--- src/rtl/csa_pkg.sv ---
// Shared sizing helpers and types for the carry-save summation tree.
// Elaboration-time only: level count, per-level operand count, pipeline latency.
package csa_pkg;

  localparam int DEF_W = 26;
  localparam int DEF_N = 29;

  function automatic int csa_sw(input int w, input int n);
    return w + $clog2(n);
  endfunction

  localparam int DEF_SW = csa_sw(DEF_W, DEF_N);

  typedef logic [DEF_SW-1:0] sw_vec_t;

  // Side-band that travels with every beat through the tree.
  typedef struct packed {
    logic vld;
    logic last;
    logic first;
    logic mode;
  } tag_t;

  function automatic int csa_next(input int n);
    return 2 * (n / 3) + (n % 3);
  endfunction

  function automatic int csa_count(input int n, input int lvl);
    int c;
    c = n;
    for (int i = 0; i < lvl; i++) c = csa_next(c);
    return c;
  endfunction

  function automatic int csa_levels(input int n);
    int c;
    int l;
    c = n;
    l = 0;
    while (c > 2) begin
      c = csa_next(c);
      l++;
    end
    return l;
  endfunction

  function automatic int csa_lat(input int n, input int reg_every);
    return (csa_levels(n) + reg_every - 1) / reg_every + 1;
  endfunction

  // The final level is always registered so the CPA sees a clean boundary.
  function automatic bit csa_is_reg(input int lvl, input int nlev, input int reg_every);
    return (((lvl + 1) % reg_every) == 0) || (lvl == nlev - 1);
  endfunction

endpackage

--- src/rtl/csa_32.sv ---
// One row of SW-bit 3:2 compressors: three addends in, sum and shifted carry out.
// Purely combinational, no backpressure.
module csa_32
  import csa_pkg::*;
#(
  parameter int SW = DEF_SW
) (
  input  logic [SW-1:0] i_a,
  input  logic [SW-1:0] i_b,
  input  logic [SW-1:0] i_c,
  output logic [SW-1:0] o_s,
  output logic [SW-1:0] o_c
);

  assign o_s = i_a ^ i_b ^ i_c;
  // Carry out of the top bit is dropped; SW is wide enough for the true sum.
  assign o_c = {(i_a[SW-2:0] & i_b[SW-2:0]) |
                (i_a[SW-2:0] & i_c[SW-2:0]) |
                (i_b[SW-2:0] & i_c[SW-2:0]), 1'b0};

endmodule

--- src/rtl/csa_tree_acc.sv ---
// Pipelined N-operand carry-save sum with optional multi-beat accumulate; rst_n is active-high.
// Latency csa_lat(N, REG_EVERY) cycles, one beat per cycle, no backpressure.
module csa_tree_acc
  import csa_pkg::*;
#(
  parameter int W         = 26,
  parameter int N         = 29,
  parameter int REG_EVERY = 2,
  parameter int ACC_EXT   = 8
) (
  input  logic           clk,
  input  logic           rst_n,
  input  logic           in_valid,
  input  logic [N*W-1:0] in_data,
  input  logic           in_last,
  input  logic           acc_en,
  output logic           out_valid,
  output logic [W-1:0]   result,
  output logic           ovf
);

  localparam int SW  = csa_sw(W, N);
  localparam int L   = csa_levels(N);
  localparam int AW  = SW + ACC_EXT;
  localparam int AW1 = AW + 1;

  typedef logic [SW-1:0] sw_t;
  typedef logic [AW-1:0] acc_t;

  // Group tracking at the input.
  logic r_in_grp;
  logic r_mode;
  logic w_first;
  tag_t w_tag_in;

  assign w_first = !r_in_grp;

  always_comb begin
    w_tag_in = '0;
    if (in_valid) begin
      w_tag_in.vld   = 1'b1;
      w_tag_in.last  = in_last;
      w_tag_in.first = w_first;
      w_tag_in.mode  = w_first ? acc_en : r_mode;
    end
  end

  always_ff @(posedge clk or posedge rst_n) begin
    if (rst_n) begin
      r_in_grp <= 1'b0;
      r_mode   <= 1'b0;
    end else if (in_valid) begin
      r_in_grp <= !in_last;
      if (w_first) r_mode <= acc_en;
    end
  end

  // Level l operands live in w_lv[l][0 .. csa_count(N,l)-1]; the rest are zero.
  sw_t  w_lv  [L+1][N];
  tag_t w_tag [L+1];

  for (genvar k = 0; k < N; k++) begin : g_in
    assign w_lv[0][k] = sw_t'(in_data[k*W +: W]);
  end
  assign w_tag[0] = w_tag_in;

  for (genvar l = 0; l < L; l++) begin : g_lvl
    localparam int NI = csa_count(N, l);
    localparam int NG = NI / 3;
    localparam int NO = 2 * NG + (NI % 3);

    sw_t w_nx [N];

    for (genvar g = 0; g < NG; g++) begin : g_csa
      csa_32 #(.SW(SW)) u_csa (
        .i_a (w_lv[l][3*g]),
        .i_b (w_lv[l][3*g+1]),
        .i_c (w_lv[l][3*g+2]),
        .o_s (w_nx[2*g]),
        .o_c (w_nx[2*g+1])
      );
    end

    for (genvar k = 2 * NG; k < N; k++) begin : g_pass
      if (k < NO) begin : g_fwd
        assign w_nx[k] = w_lv[l][NG + k];
      end else begin : g_zero
        assign w_nx[k] = '0;
      end
    end

    if (csa_is_reg(l, L, REG_EVERY)) begin : g_reg
      sw_t  r_lv [N];
      tag_t r_tag;

      always_ff @(posedge clk or posedge rst_n) begin
        if (rst_n) begin
          r_tag <= '0;
          for (int k = 0; k < N; k++) r_lv[k] <= '0;
        end else begin
          r_tag <= w_tag[l];
          for (int k = 0; k < N; k++) r_lv[k] <= w_nx[k];
        end
      end

      for (genvar k = 0; k < N; k++) begin : g_o
        assign w_lv[l+1][k] = r_lv[k];
      end
      assign w_tag[l+1] = r_tag;
    end else begin : g_cmb
      for (genvar k = 0; k < N; k++) begin : g_o
        assign w_lv[l+1][k] = w_nx[k];
      end
      assign w_tag[l+1] = w_tag[l];
    end
  end

  // Carry-propagate close plus accumulator.
  tag_t           w_t;
  sw_t            w_sum;
  logic [AW1-1:0] w_add;
  acc_t           r_acc;
  acc_t           w_acc_nx;
  logic           r_wrap;
  logic           w_wrap_nx;
  logic           w_emit;

  assign w_t   = w_tag[L];
  assign w_sum = w_lv[L][0] + w_lv[L][1];
  assign w_add = {1'b0, r_acc} + AW1'(w_sum);

  always_comb begin
    w_acc_nx  = r_acc;
    w_wrap_nx = r_wrap;
    if (w_t.vld && w_t.mode) begin
      if (w_t.first) begin
        w_acc_nx  = acc_t'(w_sum);
        w_wrap_nx = 1'b0;
      end else begin
        w_acc_nx  = w_add[AW-1:0];
        w_wrap_nx = r_wrap | w_add[AW];
      end
    end
  end

  assign w_emit = w_t.vld && (!w_t.mode || w_t.last);

  logic         r_out_valid;
  logic [W-1:0] r_result;
  logic         r_ovf;

  always_ff @(posedge clk or posedge rst_n) begin
    if (rst_n) begin
      r_acc       <= '0;
      r_wrap      <= 1'b0;
      r_out_valid <= 1'b0;
      r_result    <= '0;
      r_ovf       <= 1'b0;
    end else begin
      r_acc       <= w_acc_nx;
      r_wrap      <= w_wrap_nx;
      r_out_valid <= w_emit;
      if (w_emit) begin
        if (w_t.mode) begin
          r_result <= w_acc_nx[W-1:0];
          r_ovf    <= (|w_acc_nx[AW-1:W]) | w_wrap_nx;
        end else begin
          r_result <= w_sum[W-1:0];
          r_ovf    <= |w_sum[SW-1:W];
        end
      end
    end
  end

  assign out_valid = r_out_valid;
  assign result    = r_result;
  assign ovf       = r_ovf;

endmodule

--- config.mk ---
export PLATFORM = sky130hd
export DESIGN_NAME = csa_tree_acc
export DESIGN_NICKNAME = d
export VERILOG_FILES = /design/src/rtl/csa_pkg.sv /design/src/rtl/csa_32.sv /design/src/rtl/csa_tree_acc.sv
export SDC_FILE = /design/constraint.sdc
export NUM_CORES = 2
export LEC_CHECK = 0
export BUFFER_PORTS_ARGS = -buffer_cell sky130_fd_sc_hd__buf_2
export CORE_AREA = 5 5 300 302
export CTS_BUF_LIST = sky130_fd_sc_hd__clkbuf_8
export CTS_CLUSTER_SIZE = 20
export DETAILED_ROUTE_END_ITERATION = 7
export DIE_AREA = 0 0 305 307
export GPL_TIMING_DRIVEN = 0
export PLACE_DENSITY = 0.74
export SLEW_MARGIN = 25
export SYNTH_ARGS = -nofsm -noshare
export SYNTH_HDL_FRONTEND = slang
export SYNTH_SLANG_ARGS = --single-unit
--- constraint.sdc ---
create_clock -name clk -period 65 [get_ports clk]
set_clock_uncertainty 0.2 [all_clocks]
set_input_delay 19.5 -clock clk [delete_from_list [all_inputs] [get_ports clk]]
set_output_delay 19.5 -clock clk [all_outputs]
set_load 0.01 [all_outputs]
; Word-level counts from Yosys, hierarchy flattened
; Cells that the tools add are included.
[classes]
addsub = 2
muxes = 8
bitwise = 191
reduce_logical = 8
[op_table]
columns = operator, count
row1 = $or 30x30->30, 54
row2 = $and 30x30->30, 50
row3 = $xor 31x31->31, 34
row4 = $and 26x26->26, 27
row5 = $xor 31x26->31, 11
row6 = $xor 26x26->26, 9
row7 = $and 30x26->30, 4
row8 = $mux 39, 2
row9 = $add 39x31->40, 1
row10 = $add 31x31->31, 1
row11 = $mux 26, 1
row12 = $reduce_or 13->1, 1
row13 = $reduce_or 5->1, 1
row14 = $mux 1, 4
row15 = $mux 4, 1
row16 = $logic_not 1->1, 3
row17 = $logic_and 1x1->1, 2
row18 = $or 1x1->1, 2
row19 = $logic_or 1x1->1, 1
[totals]
regBits = 891
out_inout_bits = 28

; Logic depth before layout (Yosys ltp)
[depth]
depth_word = 7
mapped_depth = 21

; Hierarchy
; A second synthesis with hierarchy kept.
[hier_totals]
hier_cells = 2558
hier_area_um2 = 44760.4
[modules_own_cells]
columns = module, n_inst, cells_each, area_per_inst_um2, seq_area_each_um2
row1 = csa_tree_acc, 1, 1667, 27599.0, 22596.7
row2 = csa_32, 27, 33, 635.6, 0.0

; Least setup slack after synthesis
; No wires, ideal clock.
[synth_path]
path_type = input -> register
start = input port in_data[547]
end = register g_lvl[1].g_reg.r_lv[621] (netlist name)
setup_ns = 0.136
arrival_ns = 20.554
required_ns = 64.664
slack_ns = 44.110
stages = 4
cell_sequence = inv_1 fa_1 inv_1 fa_1
[synth_via]
elab_chain_len = 3
[synth_lines]
columns = item, line
row1 = start: declaration, csa_tree_acc.sv:14  ; input logic [N*W-1:0] in_data,
row2 = $xor 26x26->26, csa_32.sv:15  ; assign o_s = i_a ^ i_b ^ i_c;
row3 = $xor 31x26->31, csa_32.sv:15
row4 = $xor 31x31->31, csa_32.sv:15
row5 = via g_lvl[1].g_csa[4].u_csa.o_s[1], csa_32.sv:11  ; output logic [SW-1:0] o_s,
row6 = end: declaration, csa_tree_acc.sv:93  ; sw_t r_lv [N];
; The timed path passes the listed nets, and every way through them passes these cells.
; A chain may end at the register's enable or synchronous reset.

; Worst setup path in the final report
[layout_path]
start = register r_result[22] (netlist: result[22])
end = output port result[22]
[layout_rtl]
columns = item, line
row1 = start: declaration, csa_tree_acc.sv:149  ; logic [W-1:0] r_result;
row2 = start signal: assignment, csa_tree_acc.sv:165  ; r_result <= w_acc_nx[W-1:0];
row3 = start signal: assignment, csa_tree_acc.sv:168  ; r_result <= w_sum[W-1:0];
row4 = end: declaration, csa_tree_acc.sv:18  ; output logic [W-1:0] result,
; No word-level cell between the ends.

==> flow_summary.json <==
{
  "fin_nets": 6079,
  "crit_path_end_kind": "output port",
  "hold_buffers": 0,
  "yosysWarnings": 0,
  "fmax_ghz": 0.0474,
  "vias_per_cell": 4.57,
  "r2r_start": "g_lvl[7].g_reg.r_lv[838]",
  "cts.clk_slew.worst_paths_ns": 0.06,
  "cts_htree_levels": 4,
  "finalWeightedCongestion": 0.906,
  "grt_start_max_net_pins": 103,
  "ios": 787,
  "synth_cell_type_count": 71,
  "irDropWorstVdd_v": 0.0000302,
  "worstHoldStart": "g_lvl[5].g_reg.r_tag[3]",
  "cpPeakStageDelay_ns": 0.47,
  "worstMarginPinSlew_ns": 0.795,
  "grt_pass1_wl_um": 171000,
  "cts_buffers": 137,
  "cp_data_required_time_ns": 45.30,
  "track_usage": 0.243,
  "fin_total_pwr_mw": 2.65,
  "r2r_setup_slack_ns": 58.94,
  "syn_to_final_growth_pct": 19.6,
  "synth_edf_count": 0,
  "run_status": "complete, no violations",
  "ys_seq_area_frac": 0.462,
  "path_max_fanout": 2,
  "p_per_area_nw_per_um2": 49.9,
  "wl_per_cell_um": 18.9,
  "post_cts_buffers": 0,
  "synth.area.top_cells": "dfrtp_1 (46%), fa_1 (31%), inv_1 (11%)",
  "cts.repair.resized": 0,
  "seq_area_um2": 20600,
  "port_buffers": 786,
  "synth_cells": 3598,
  "hold_slack_ns": 0.132,
  "final_antenna_net_count": 0,
  "antenna_found_initial": 35,
  "avgSynthCellArea_um2": 12.4,
  "drive_gt1_frac": 0.222,
  "min_to": "g_lvl[7].g_reg.r_tag[3]",
  "die-width_um": 305,
  "cts_tree": "yes",
  "r2r-end": "ovf",
  "fin_crit_sh": 0.325,
  "cp_slowest_cell": "dfrtp_1",
  "syn_nets": 5145,
  "holdCritPathClass": "reg2reg",
  "dieArea_um2": 93600,
  "synth_top_area_cell": "dfrtp_1",
  "crit_chain": "buf_2",
  "synth_top_area_frac": 0.462,
  "cts_root_buffer": "clkbuf_8",
  "drt-total-wl_um": 110000,
  "overflow": 0,
  "core-area_um2": 87400,
  "crit_family": "flip-flops",
  "num_vias": 26600,
  "ys_ff_latch": 822,
  "n_fill_cell": 6965,
  "netlist_area_um2": 44500,
  "layout_min_cycle_time_ns": 21.11,
  "whs_path_depth": 0,
  "grt_pass1_vias": 30800,
  "async_flop_share": 1.00,
  "drt_iter0_drc": 1454,
  "cp_num_buf_inv": 1,
  "synth_ff_type": "dfrtp_1",
  "slew_headroom": 0.467,
  "worstSetupStartpointType": "register",
  "crit_arrival_ns": 1.41,
  "first_pass_iters": 5,
  "clock-sinks": 822,
  "rsz0062_at_grt": "no",
  "drc": 0,
  "hold_violations": 0,
  "clock_path_buffers": 3,
  "slew_violations": 0,
  "hpwl_um": 92900,
  "die_h_um": 307,
  "worst-path-stages": 1,
  "start_util": 0.509,
  "setup-tns-final_ns": 0,
  "final_util": 0.609,
  "reg2reg_depth": 20,
  "p_leak_nw": 28.8,
  "clk-insertion-delay-late_ns": 0.79,
  "multi_input_area_um2": 18900,
  "drv_cap": 0,
  "rows": 109,
  "path_class": "reg2out",
  "setup_viol": 0
}
[state kept, by name, summed over array words and instances (netlist names)]
| signal | count |
|---|---|
| result | 26 |
| r_in_grp | 1 |
| g_lvl.g_reg.r_lv | 736 |
| g_lvl.g_reg.r_tag | 16 |
| out_valid | 1 |
| r_acc | 39 |
| r_wrap | 1 |
| ovf | 1 |
| r_mode | 1 |
[kinds of logic after synthesis]
family,share of synthesized area
and+or+nand+nor,0.0278
muxes,0.00545
AOI/OAI and AO/OA,0.0432
buffers and inverters,0.113
DFF,0.462
adders and majority gates,0.339
xor gates and xnor gates,0.00964
[layer usage]
layer | vias up | global-route usage | wire [um]
li1 | 12100 | - | -
met1 | 13500 | 0.305 | 42200
met2 | 726 | 0.414 | 57100
met3 | 221 | 0.0570 | 6450
met4 | 14 | 0.0967 | 4220
met5 | - | 0 | 91
[cell usage after synthesis, types with 3 or more instances]
library cell  instances
o21bai_1              6
o31a_1                3
o21ai_1               4
and2_1                5
inv_1              1301
nand4_1              13
a311oi_1              3
a31oi_1              15
a211o_1               3
o21ai_0              72
ha_1                 93
dfrtp_1             822
o21a_1               10
a21oi_1              86
and3_1                8
nand3_1              26
xnor2_1              30
nand2_1             108
a211oi_1             11
a221o_1               3
a21o_2                4
fa_1                695
xor2_1               19
a21o_1               21
nor2_1               75
buf_1                 4
or4_1                 3
clkbuf_1             35
o211ai_1             12
or2_2                 5
a22oi_1               4
mux2i_1              22
nand2b_1              6
a221oi_1              3
nor4_1                3
nor2b_1               4
nor3_1               13
[cells in the final DEF, fill, tap and decap left out, drive strengths merged, types with 8 or more instances in the layout]
| cell type | count |
|---|---|
| o21a | 10 |
| nand3 | 26 |
| clkinv | 14 |
| a211oi | 13 |
| xnor2 | 30 |
| a31oi | 15 |
| nor3 | 13 |
| mux2i | 22 |
| inv | 1343 |
| fa | 695 |
| nand4 | 13 |
| dfrtp | 822 |
| o211ai | 12 |
| a21oi | 87 |
| and3 | 8 |
| a21o | 25 |
| nand2 | 108 |
| diode | 20 |
| buf | 799 |
| nor2 | 75 |
| o21ai | 77 |
| clkbuf | 215 |
| ha | 93 |
| xor2 | 19 |
[layout make-up]
class                      instances  area share
buffer                            39     0.00275
clock inverter                    66      0.0101
tap                             1165      0.0274
clock buffer                     180      0.0465
sequential                       822       0.386
inverter                        1303      0.0920
multi-input combinational       1434       0.355
antenna                           20    0.000940
timing repair buffer             795      0.0786
[worst max path at each step]
stage	startpoint	to	slack [ns]
CTS	result[16]	result[16]	43.82
detailed placement	in_data[246]	g_lvl[1].g_reg.r_lv[757]	43.59
global route	result[16]	result[16]	43.82
floorplan	rst_n	g_lvl[1].g_reg.r_lv[465]	22.21
finish	result[22]	result[22]	43.89
global placement	rst_n	g_lvl[1].g_reg.r_lv[752]	14.48
[where the power goes]
part	leakage [nW]	internal, mW	total, mW	switching (mW)
Combinational	17.5	0.551	1.39	0.836
Clock	1.66	0.275	0.487	0.212
Sequential	9.66	0.704	0.779	0.0757
[metrics by stage]
stage          std cells  instance area, um2  worst slack, ns
3_3_place_gp        5549               49900            14.48
3_5_place_dp        5558               50200            43.59
4_1_cts             5804               53200            43.82
2_1_floorplan       3598               44500            22.21
5_1_grt             5817               53200            43.82
6_report            5824               53200            43.89
(Power assumes the default switching activity.)
